==> src/rtl/input_conditioner_pkg.sv <==
// Shared definitions for the input conditioner: per-channel FSM state
// encodings, board clock rate and default debounce/auto-repeat timing.
package input_conditioner_pkg;

  // Bit 1 of the encoding is the accepted level of the channel.
  typedef enum logic [1:0] {
    ST_LOW   = 2'b00,
    ST_CHK_H = 2'b01,
    ST_HIGH  = 2'b10,
    ST_CHK_L = 2'b11
  } db_state_e;

  localparam int unsigned CLK_HZ = 50_000_000;

  // Converts a duration in milliseconds into CLOCK_50 cycles.
  function automatic int unsigned ms_to_cycles(input int unsigned ms);
    return (CLK_HZ / 1000) * ms;
  endfunction

  // True in the states where the debounced level is 1.
  function automatic logic is_level_high(input db_state_e st);
    return (st == ST_HIGH) || (st == ST_CHK_L);
  endfunction

  localparam int unsigned DEF_SYNC_STAGES   = 2;
  localparam int unsigned DEF_STABLE_CYCLES = ms_to_cycles(20);   // 1_000_000
  localparam int unsigned DEF_CNT_W         = 20;
  localparam int unsigned DEF_REPEAT_DELAY  = ms_to_cycles(500);  // 25_000_000
  localparam int unsigned DEF_REPEAT_PERIOD = ms_to_cycles(100);  // 5_000_000
  localparam int unsigned DEF_REP_W         = 25;

endpackage

==> src/rtl/input_conditioner_channel.sv <==
// debounce_channel: one synchroniser chain, debounce FSM with stability
// counter, registered level/rise/fall outputs and, when AUTO_REPEAT_EN is
// defined, a hold-to-repeat counter that adds extra pulses on press.
// Without AUTO_REPEAT_EN, press is identical to rise.
module debounce_channel
  import input_conditioner_pkg::*;
#(
  parameter int unsigned SYNC_STAGES   = DEF_SYNC_STAGES,
  parameter int unsigned STABLE_CYCLES = DEF_STABLE_CYCLES,
  parameter int unsigned CNT_W         = DEF_CNT_W,
  parameter int unsigned REPEAT_DELAY  = DEF_REPEAT_DELAY,
  parameter int unsigned REPEAT_PERIOD = DEF_REPEAT_PERIOD,
  parameter int unsigned REP_W         = DEF_REP_W
) (
  input  logic clock,
  input  logic reset_n,
  input  logic raw_in,
  output logic level,
  output logic rise,
  output logic fall,
  output logic press
);

  // Elaboration-time parameter sanity checks.
  if (SYNC_STAGES < 2) begin : g_chk_sync
    $error("debounce_channel: SYNC_STAGES must be >= 2");
  end
  if (STABLE_CYCLES < 2 || (STABLE_CYCLES >> CNT_W) != 0) begin : g_chk_cnt
    $error("debounce_channel: need STABLE_CYCLES >= 2 and 2**CNT_W > STABLE_CYCLES");
  end
  if (REPEAT_PERIOD < 1 || REPEAT_DELAY < REPEAT_PERIOD ||
      (REPEAT_DELAY >> REP_W) != 0) begin : g_chk_rep
    $error("debounce_channel: need 1 <= REPEAT_PERIOD <= REPEAT_DELAY < 2**REP_W");
  end

  localparam logic [CNT_W-1:0] CNT_LAST = CNT_W'(STABLE_CYCLES - 1);

  logic [SYNC_STAGES-1:0] sync_q;
  logic                   s;
  db_state_e              state_q, state_d;
  logic [CNT_W-1:0]       cnt_q, cnt_d;
  logic                   level_q, rise_q, fall_q;
  logic                   level_d, rise_d, fall_d;

  assign s = sync_q[SYNC_STAGES-1];

  // Shift the raw input through the synchroniser chain.
  always_ff @(posedge clock or negedge reset_n) begin
    if (!reset_n) sync_q <= '0;
    else          sync_q <= {sync_q[SYNC_STAGES-2:0], raw_in};
  end

  // State, stability counter and registered outputs.
  always_ff @(posedge clock or negedge reset_n) begin
    if (!reset_n) begin
      state_q <= ST_LOW;
      cnt_q   <= '0;
      level_q <= 1'b0;
      rise_q  <= 1'b0;
      fall_q  <= 1'b0;
    end else begin
      state_q <= state_d;
      cnt_q   <= cnt_d;
      level_q <= level_d;
      rise_q  <= rise_d;
      fall_q  <= fall_d;
    end
  end

  // Next-state logic: a new level is accepted only after s has held it for
  // STABLE_CYCLES consecutive cycles; any bounce returns to the old level.
  always_comb begin
    state_d = state_q;
    cnt_d   = cnt_q;
    rise_d  = 1'b0;
    fall_d  = 1'b0;
    case (state_q)
      ST_LOW: begin
        if (s) begin
          state_d = ST_CHK_H;
          cnt_d   = '0;
        end
      end
      ST_CHK_H: begin
        if (!s) begin
          state_d = ST_LOW;
          cnt_d   = '0;
        end else if (cnt_q == CNT_LAST) begin
          state_d = ST_HIGH;
          cnt_d   = '0;
          rise_d  = 1'b1;
        end else begin
          cnt_d = cnt_q + CNT_W'(1);
        end
      end
      ST_HIGH: begin
        if (!s) begin
          state_d = ST_CHK_L;
          cnt_d   = '0;
        end
      end
      ST_CHK_L: begin
        if (s) begin
          state_d = ST_HIGH;
          cnt_d   = '0;
        end else if (cnt_q == CNT_LAST) begin
          state_d = ST_LOW;
          cnt_d   = '0;
          fall_d  = 1'b1;
        end else begin
          cnt_d = cnt_q + CNT_W'(1);
        end
      end
      default: begin
        state_d = ST_LOW;
        cnt_d   = '0;
      end
    endcase
    level_d = is_level_high(state_d);
  end

  assign level = level_q;
  assign rise  = rise_q;
  assign fall  = fall_q;

`ifdef AUTO_REPEAT_EN
  // rep sits at 0 outside HIGH/CHK_L, so it starts from 0 on every rise.
  // After the first pulse it reloads to DELAY-PERIOD, which places every
  // later pulse REPEAT_PERIOD cycles apart on the same terminal compare.
  localparam logic [REP_W-1:0] REP_LAST   = REP_W'(REPEAT_DELAY - 1);
  localparam logic [REP_W-1:0] REP_RELOAD = REP_W'(REPEAT_DELAY - REPEAT_PERIOD);

  logic [REP_W-1:0] rep_q;
  logic             rep_pulse;
  logic             press_q;

  assign rep_pulse = is_level_high(state_q) && (rep_q == REP_LAST);

  // Hold-time counter for auto-repeat.
  always_ff @(posedge clock or negedge reset_n) begin
    if (!reset_n)                     rep_q <= '0;
    else if (!is_level_high(state_q)) rep_q <= '0;
    else if (rep_pulse)               rep_q <= REP_RELOAD;
    else                              rep_q <= rep_q + REP_W'(1);
  end

  // press combines the debounced rise with repeat pulses.
  always_ff @(posedge clock or negedge reset_n) begin
    if (!reset_n) press_q <= 1'b0;
    else          press_q <= rise_d | rep_pulse;
  end

  assign press = press_q;
`else
  assign press = rise_q;
`endif

endmodule

==> src/rtl/input_conditioner.sv <==
// input_conditioner: synchronises and debounces a bus of WIDTH independent
// raw switch/key inputs, giving clean levels and single-cycle edge pulses.
// Optional auto-repeat on press is enabled by defining AUTO_REPEAT_EN.
module input_conditioner
  import input_conditioner_pkg::*;
#(
  parameter int unsigned WIDTH         = 4,
  parameter int unsigned SYNC_STAGES   = DEF_SYNC_STAGES,
  parameter int unsigned STABLE_CYCLES = DEF_STABLE_CYCLES,
  parameter int unsigned CNT_W         = DEF_CNT_W,
  parameter int unsigned REPEAT_DELAY  = DEF_REPEAT_DELAY,
  parameter int unsigned REPEAT_PERIOD = DEF_REPEAT_PERIOD,
  parameter int unsigned REP_W         = DEF_REP_W
) (
  input  logic             clock,
  input  logic             reset_n,
  input  logic [WIDTH-1:0] raw_in,
  output logic [WIDTH-1:0] level,
  output logic [WIDTH-1:0] rise,
  output logic [WIDTH-1:0] fall,
  output logic [WIDTH-1:0] press
);

  // One fully independent conditioner per channel.
  for (genvar i = 0; i < WIDTH; i++) begin : g_chan
    debounce_channel #(
      .SYNC_STAGES  (SYNC_STAGES),
      .STABLE_CYCLES(STABLE_CYCLES),
      .CNT_W        (CNT_W),
      .REPEAT_DELAY (REPEAT_DELAY),
      .REPEAT_PERIOD(REPEAT_PERIOD),
      .REP_W        (REP_W)
    ) u_chan (
      .clock  (clock),
      .reset_n(reset_n),
      .raw_in (raw_in[i]),
      .level  (level[i]),
      .rise   (rise[i]),
      .fall   (fall[i]),
      .press  (press[i])
    );
  end

endmodule

==> config.mk <==
export PLATFORM = sky130hd
export DESIGN_NAME = input_conditioner
export DESIGN_NICKNAME = d
export VERILOG_FILES = /design/src/rtl/input_conditioner_pkg.sv /design/src/rtl/input_conditioner_channel.sv /design/src/rtl/input_conditioner.sv
export SDC_FILE = /design/constraint.sdc
export NUM_CORES = 1
export LEC_CHECK = 0
export BUFFER_PORTS_ARGS = -buffer_cell sky130_fd_sc_hd__buf_2
export CAP_MARGIN = 20
export CORE_AREA = 3 3 99 101
export DETAILED_ROUTE_END_ITERATION = 8
export DIE_AREA = 0 0 102 104
export PLACE_DENSITY = 0.81
export REMOVE_ABC_BUFFERS = 1
export SYNTH_ARGS = -nofsm -noshare
export SYNTH_HDL_FRONTEND = slang
export SYNTH_SLANG_ARGS = --single-unit
export TNS_END_PERCENT = 100
==> constraint.sdc <==
create_clock -name clock -period 2.2 [get_ports clock]
set_input_delay 0.22 -clock clock [delete_from_list [all_inputs] [get_ports clock]]
set_output_delay 0.22 -clock clock [all_outputs]
set_load 0.01 [all_outputs]
# Word-level counts from Yosys, hierarchy flattened
# Cells that the tools add are included.
[word_totals]
elab_cells = 144
out_inout_bits = 16
in_bits = 6
reg_bits = 108
[op_classes]
addsub = 4
n_eq_ne = 32
reduce_logical = 12
muxes = 72
[op_table]
columns = ["operator", "n"]
rows = [
  ["$mux 20", 20],
  ["$pmux 20 s4", 4],
  ["$add 20x1->20 const B", 4],
  ["$eq 20x20->1 const B", 4],
  ["$mux 2", 24],
  ["$eq 2x2->1 const B", 16],
  ["$pmux 2 s4", 4],
  ["$mux 1", 20],
  ["$eq 2x1->1 const B", 4],
  ["$logic_not 2->1", 4],
  ["$ne 2x1->1 const B", 4],
  ["$ne 2x2->1 const B", 4],
  ["$reduce_and 2->1", 4],
  ["$logic_or 1x1->1", 4],
]

# Depth between registers and ports, before layout
[depth]
word_depth = 6
depth_mapped = 8
mapped_depth_nobuf = 6

# By module
# Synthesis repeated with hierarchy kept, for this count alone.
[unflattened]
hier_cells = 591
area_unflattened_um2 = 5725.5
[by_module_without_submodules]
columns = ["module", "seq_area_each_um2", "area_each_um2", "cells_per_inst", "n_inst"]
rows = [
  ["debounce_channel at g_chan[0].u_chan ...", 675.6, 1428.9, 147, 3],
  ["debounce_channel at g_chan[3].u_chan", 675.6, 1438.9, 150, 1],
]

# Worst setup path after synthesis
# No wires, ideal clock.
[synth_path]
path_type = "reg2reg"
startpoint = "reg g_chan[2].u_chan.cnt_q[0]"
endpoint = "reg g_chan[2].u_chan.cnt_q[10]"
required_ps = 2079
arrival_time_ps = 1725
stages_incl_launch_ff = 8
setup_ps = 121
period_less_slack_ps = 1846
n_path_buf = 2
path_slack_ps = 354
path_cell_list = "dfrtp_1 ha_1 nand3_2 nor4_2 a31oi_2 buf_2 buf_6 a22o_1"
[synth_via]
elab_chain_len = 4
word_cells_on_any_way = 6
cone_classes = "add/sub (1); eq/ne (1); mux (4)"
[synth_rtl]
columns = ["item", "line", "rtl"]
rows = [
  ["start, declared", "input_conditioner_channel.sv:41", "logic [CNT_W-1:0] cnt_q, cnt_d;"],
  ["start signal, assigned", "input_conditioner_channel.sv:63", "cnt_q <= cnt_d;"],
  ["$add 20x1->20 or $eq 20x20->1 (tied branches)", "--", ""],
  ["$mux 20 (*)", "input_conditioner_channel.sv:88, input_conditioner_channel.sv:106", ""],
  ["$mux 20, on equally long branches", "input_conditioner_channel.sv:103, input_conditioner_channel.sv:85", ""],
  ["$pmux 20 s4 (*)", "input_conditioner_channel.sv:77", "case (state_q)"],
]
# Every way passes the cells marked *; elsewhere a longest branch is shown, timed or not.
# A chain may end at the register's enable or synchronous reset.

# Worst setup path in the final report
[layout_path]
startpoint = "reg g_chan[2].u_chan.cnt_q[8]"
endpoint = "reg g_chan[2].u_chan.cnt_q[17]"
# Same word-level chain as after synthesis.

==> run_results.csv <==
group,metric,value,unit
global_routing,grt_pass1_vias,4294,
setup_path,end_kind,"register",
drt,vias,4382,
power,leakagePower,2.592,nW
floorplanning,io-pin-count,22,
floorplanning,design.core.area,0.009109,mm2
sta,layout_setup_ws,193.7,ps
sta,rsz_0062_raised_after_global_routing,"no",
finish,multi_input_comb_area,0.002625,mm2
setup_path,crit_path_start_kind,"register",
global_routing,grt_antenna_before_repair,0,
worst_hold_path,hold_wc_path_type,"reg -> reg",
finish,finalCoreUtilization,0.6596,
run,drv.max_cap_violation_count,0,
setup_path,crit_family,"simple AND/OR/NAND/NOR gates",
setup_path,crit_path_max_fanout,15,
drt,drt.antenna.violating_nets,0,
setup_path,slowest_stage,"sky130_fd_sc_hd__nor4_1",
sta,setup_violations,0,
cts,tritoncts_clock_tree,"built",
sta,clock.fmax,498.4,MHz
setup_path,worst_setup_slack_for_register_to_register_paths,190,ps
finish,final-seq-area,0.002703,mm2
floorplanning,die_w,102,um
drt,topRoutingLayerUsed,"met4",
drt,met1Wirelength,4945,um
finish,antennaDiodeCount,0,
finish,drive_above_1_share,0.1460,
finish,syn2layout_area_growth,7.692,%
drt,met3RoutedLength,463,um
floorplanning,floorplan.initialDensity,0.6125,
setup_path,timing.critical_path.cells,"nor4_1 -> a31oi_4 -> buf_4 -> a21oi_1 -> o22ai_1",
sta,layout_min_cycle_time,2006,ps
sta,final_hold_slack,366.5,ps
setup_path,critPathRequiredTime,2470,ps
synth,count_of_warnings_emitted_by_yosys,0,
synth,post_synth.cell_area_avg,9.737,um2
setup_path,timing.critical_path.slowest_cell_delay,650,ps
cts,clk-insertion-delay-late,370,ps
setup_path,worstPathBufferInverterCount,1,
status,outcome,"finished clean",
synth,yosys.area.top_type_share,0.4844,
drt,detailedRoute.firstPassIterationCount,5,
setup_path,timing_worst_setup_path_type,"reg -> reg",
synth,synth.cells.most_frequent,"108 x sky130_fd_sc_hd__dfrtp_1, 69 x sky130_fd_sc_hd__nand2_1, 43 x sky130_fd_sc_hd__a31oi_1",
sta,worst_pin_slew,700.9,ps
sta,maxSlewViolCount,0,
cts,numClockSinks,108,
floorplanning,die_area,0.01061,mm2
synth,cell_with_the_most_instances_after_synthesis,"sky130_fd_sc_hd__dfrtp_1",
synth,synth.top_cells.by_area,"sky130_fd_sc_hd__dfrtp_1 48%, sky130_fd_sc_hd__a31oi_1 4.8%, sky130_fd_sc_hd__nand2_1 4.6%",
drt,met2WireLength,5791,um
power,totalPowerFinal,3.452,mW
global_routing,globalRouteTotalUtil,0.2298,
finish,fillerInstances,753,
cts,root_buffer,"sky130_fd_sc_hd__clkbuf_8",
sta,hold_violations,0,
floorplanning,floorplan.rows,35,
cts,post_cts_setup_repair_bufs,0,
synth,synth-edff-count,0,
finish,num-nets-final,602,
synth,yosys_most_used_dff,"sky130_fd_sc_hd__dfrtp_1",
power,power_density,574.6,mW/mm2
global_routing,grt_first_pass_wirelength,20110,um
setup_path,cp.arrival,2280,ps
drt,post-route-drc-count,0,
synth,mappedNetlistArea,0.005579,mm2
synth,ys_ff_latch,108,
floorplanning,dieHeight,104,um
synth,yosysTopAreaCell,"sky130_fd_sc_hd__dfrtp_1",
cts,ctsHtreeMaxLevel,3,
cts,cts-buffers-inserted,9,
drt,drtIter0Drc,208,
sta,fin_crit_sh,0.9120,
drt,finalWirelength,11310,um
placed_design,worst_setup_slack_post_dpl,78.44,ps
synth,ys_types,58,
power,worst_ir_drop_vdd,0.3994,mV
global_routing,grt_remaining_overflow,0,
sta,timing.slew.headroom,0.5284,
cts,worst_setup_hold_path_clk_slew,100,ps
synth,seq_total_area_yosys,0.4844,
placed_design,dp_hpwl,7611,um
synth,synthesis.instances,573,
drt,detailed_route_wire_length_per_cell,15.99,um
cts,clock_tree.buffer_depth,2,
placed_design,buffer_ports.inserted,21,
placed_design,gp_congestion,0.8314,
global_routing,grt_max_degree,56,
drt,vias_per_cell,6.198,
sta,post_route_clock_skew,11.11,ps
synth,postSynth.asyncResetShare,1.000,
timing repair:
action	4_1_cts	5_1_grt
hold buffers	5	0
gates resized for setup	0	3
endpoints found under the setup margin	0	14
hold endpoints to repair	57	0
final cells by class:
type	instances	share of cell area
clock buffers	9	0.02062
clock inverters	6	0.01062
inverters	13	0.008122
multi-input cells	416	0.4369
flip-flops and latches	108	0.4498
well taps	111	0.02312
repair buffers	44	0.05081
worst reg2reg max path, stage by stage (launching register included):
cell                      delay, ps
sky130_fd_sc_hd__dfrtp_1        470
sky130_fd_sc_hd__nor4_1         650
sky130_fd_sc_hd__a31oi_4        280
sky130_fd_sc_hd__buf_4          260
sky130_fd_sc_hd__a21oi_1        160
sky130_fd_sc_hd__o22ai_1         90
final timing paths:
| kind | startpoint | end | depth (start not counted) |
|---|---|---|---|
| setup / recovery | g_chan[2].u_chan.cnt_q[8] | g_chan[2].u_chan.cnt_q[17] | 5 |
| max in group asynchronous | reset_n | g_chan[2].u_chan.sync_q[0] | 3 |
| hold reg to reg | g_chan[2].u_chan.sync_q[0] | g_chan[2].u_chan.sync_q[1] | 0 |
| hold / removal | g_chan[2].u_chan.sync_q[0] | g_chan[2].u_chan.sync_q[1] | 0 |
| setup reg to reg | g_chan[2].u_chan.cnt_q[8] | g_chan[2].u_chan.cnt_q[17] | 5 |
| min in group asynchronous | reset_n | g_chan[1].u_chan.level | 2 |
layout by cell type (no fill, tap or decap), drive strengths merged, types with 2 or more instances in the layout:
master	count
clkinvlp	2
a21o	4
o22ai	2
and4	5
and3	5
nand2b	8
o21ai	31
a31oi	45
nor3	14
xnor2	8
or3	7
xor2	14
ha	4
nand3	34
nor3b	10
a41oi	3
nor2	25
dfrtp	108
nand3b	4
a22o	18
buf	39
dlygate4sd3	5
a21oi	33
clkinv	2
clkbuf	9
nand4	20
mux2	10
inv	14
or2	7
nor4	15
nand2	69
and2	7
routing by layer:
| metal | up-vias | GRT usage |
|---|---|---|
| li1 | 2134 | - |
| met1 | 2142 | 0.3151 |
| met2 | 93 | 0.3774 |
| met3 | 13 | 0.04359 |
| met4 | 0 | 0.05436 |
| met5 | - | 0 |
flip-flops by register name, summed over array words and instances (netlist names):
register	flops
g_chan.u_chan.sync_q	8
g_chan.u_chan.level	4
g_chan.u_chan.fall	4
g_chan.u_chan.state_q	8
g_chan.u_chan.cnt_q	80
g_chan.u_chan.press	4
power by group:
group / switching, mW / total (mW) / internal, mW
registers: 0.0366 / 2.05 / 2.01
logic: 0.137 / 0.210 / 0.0728
clock network: 0.673 / 1.19 / 0.521
per-stage QoR:
step	instances	TNS, ps	cell area (um2)
2_1_floorplan	537	-3232	5346
3_3_place_gp	687	0	5748
3_5_place_dp	687	0	5748
4_1_cts	707	0	5986
5_1_grt	707	0	6008
6_report	707	0	6008
kinds of logic (layout without fill, tap and decap cells):
kind of cell / count (synthesis) / count (layout) / synth area share
AO/OA/AOI/OAI: 144 / 144 / 0.1675
flip-flops: 108 / 108 / 0.4844
adder cells (fa/ha/maj): 4 / 4 / 0.008971
multiplexers: 10 / 10 / 0.02018
AND/OR/NAND/NOR: 236 / 236 / 0.2339
XOR/XNOR: 22 / 22 / 0.03454
buffers and inverters: 49 / 72 / 0.05046
No activity file was read; power rests on OpenSTA's default activity.
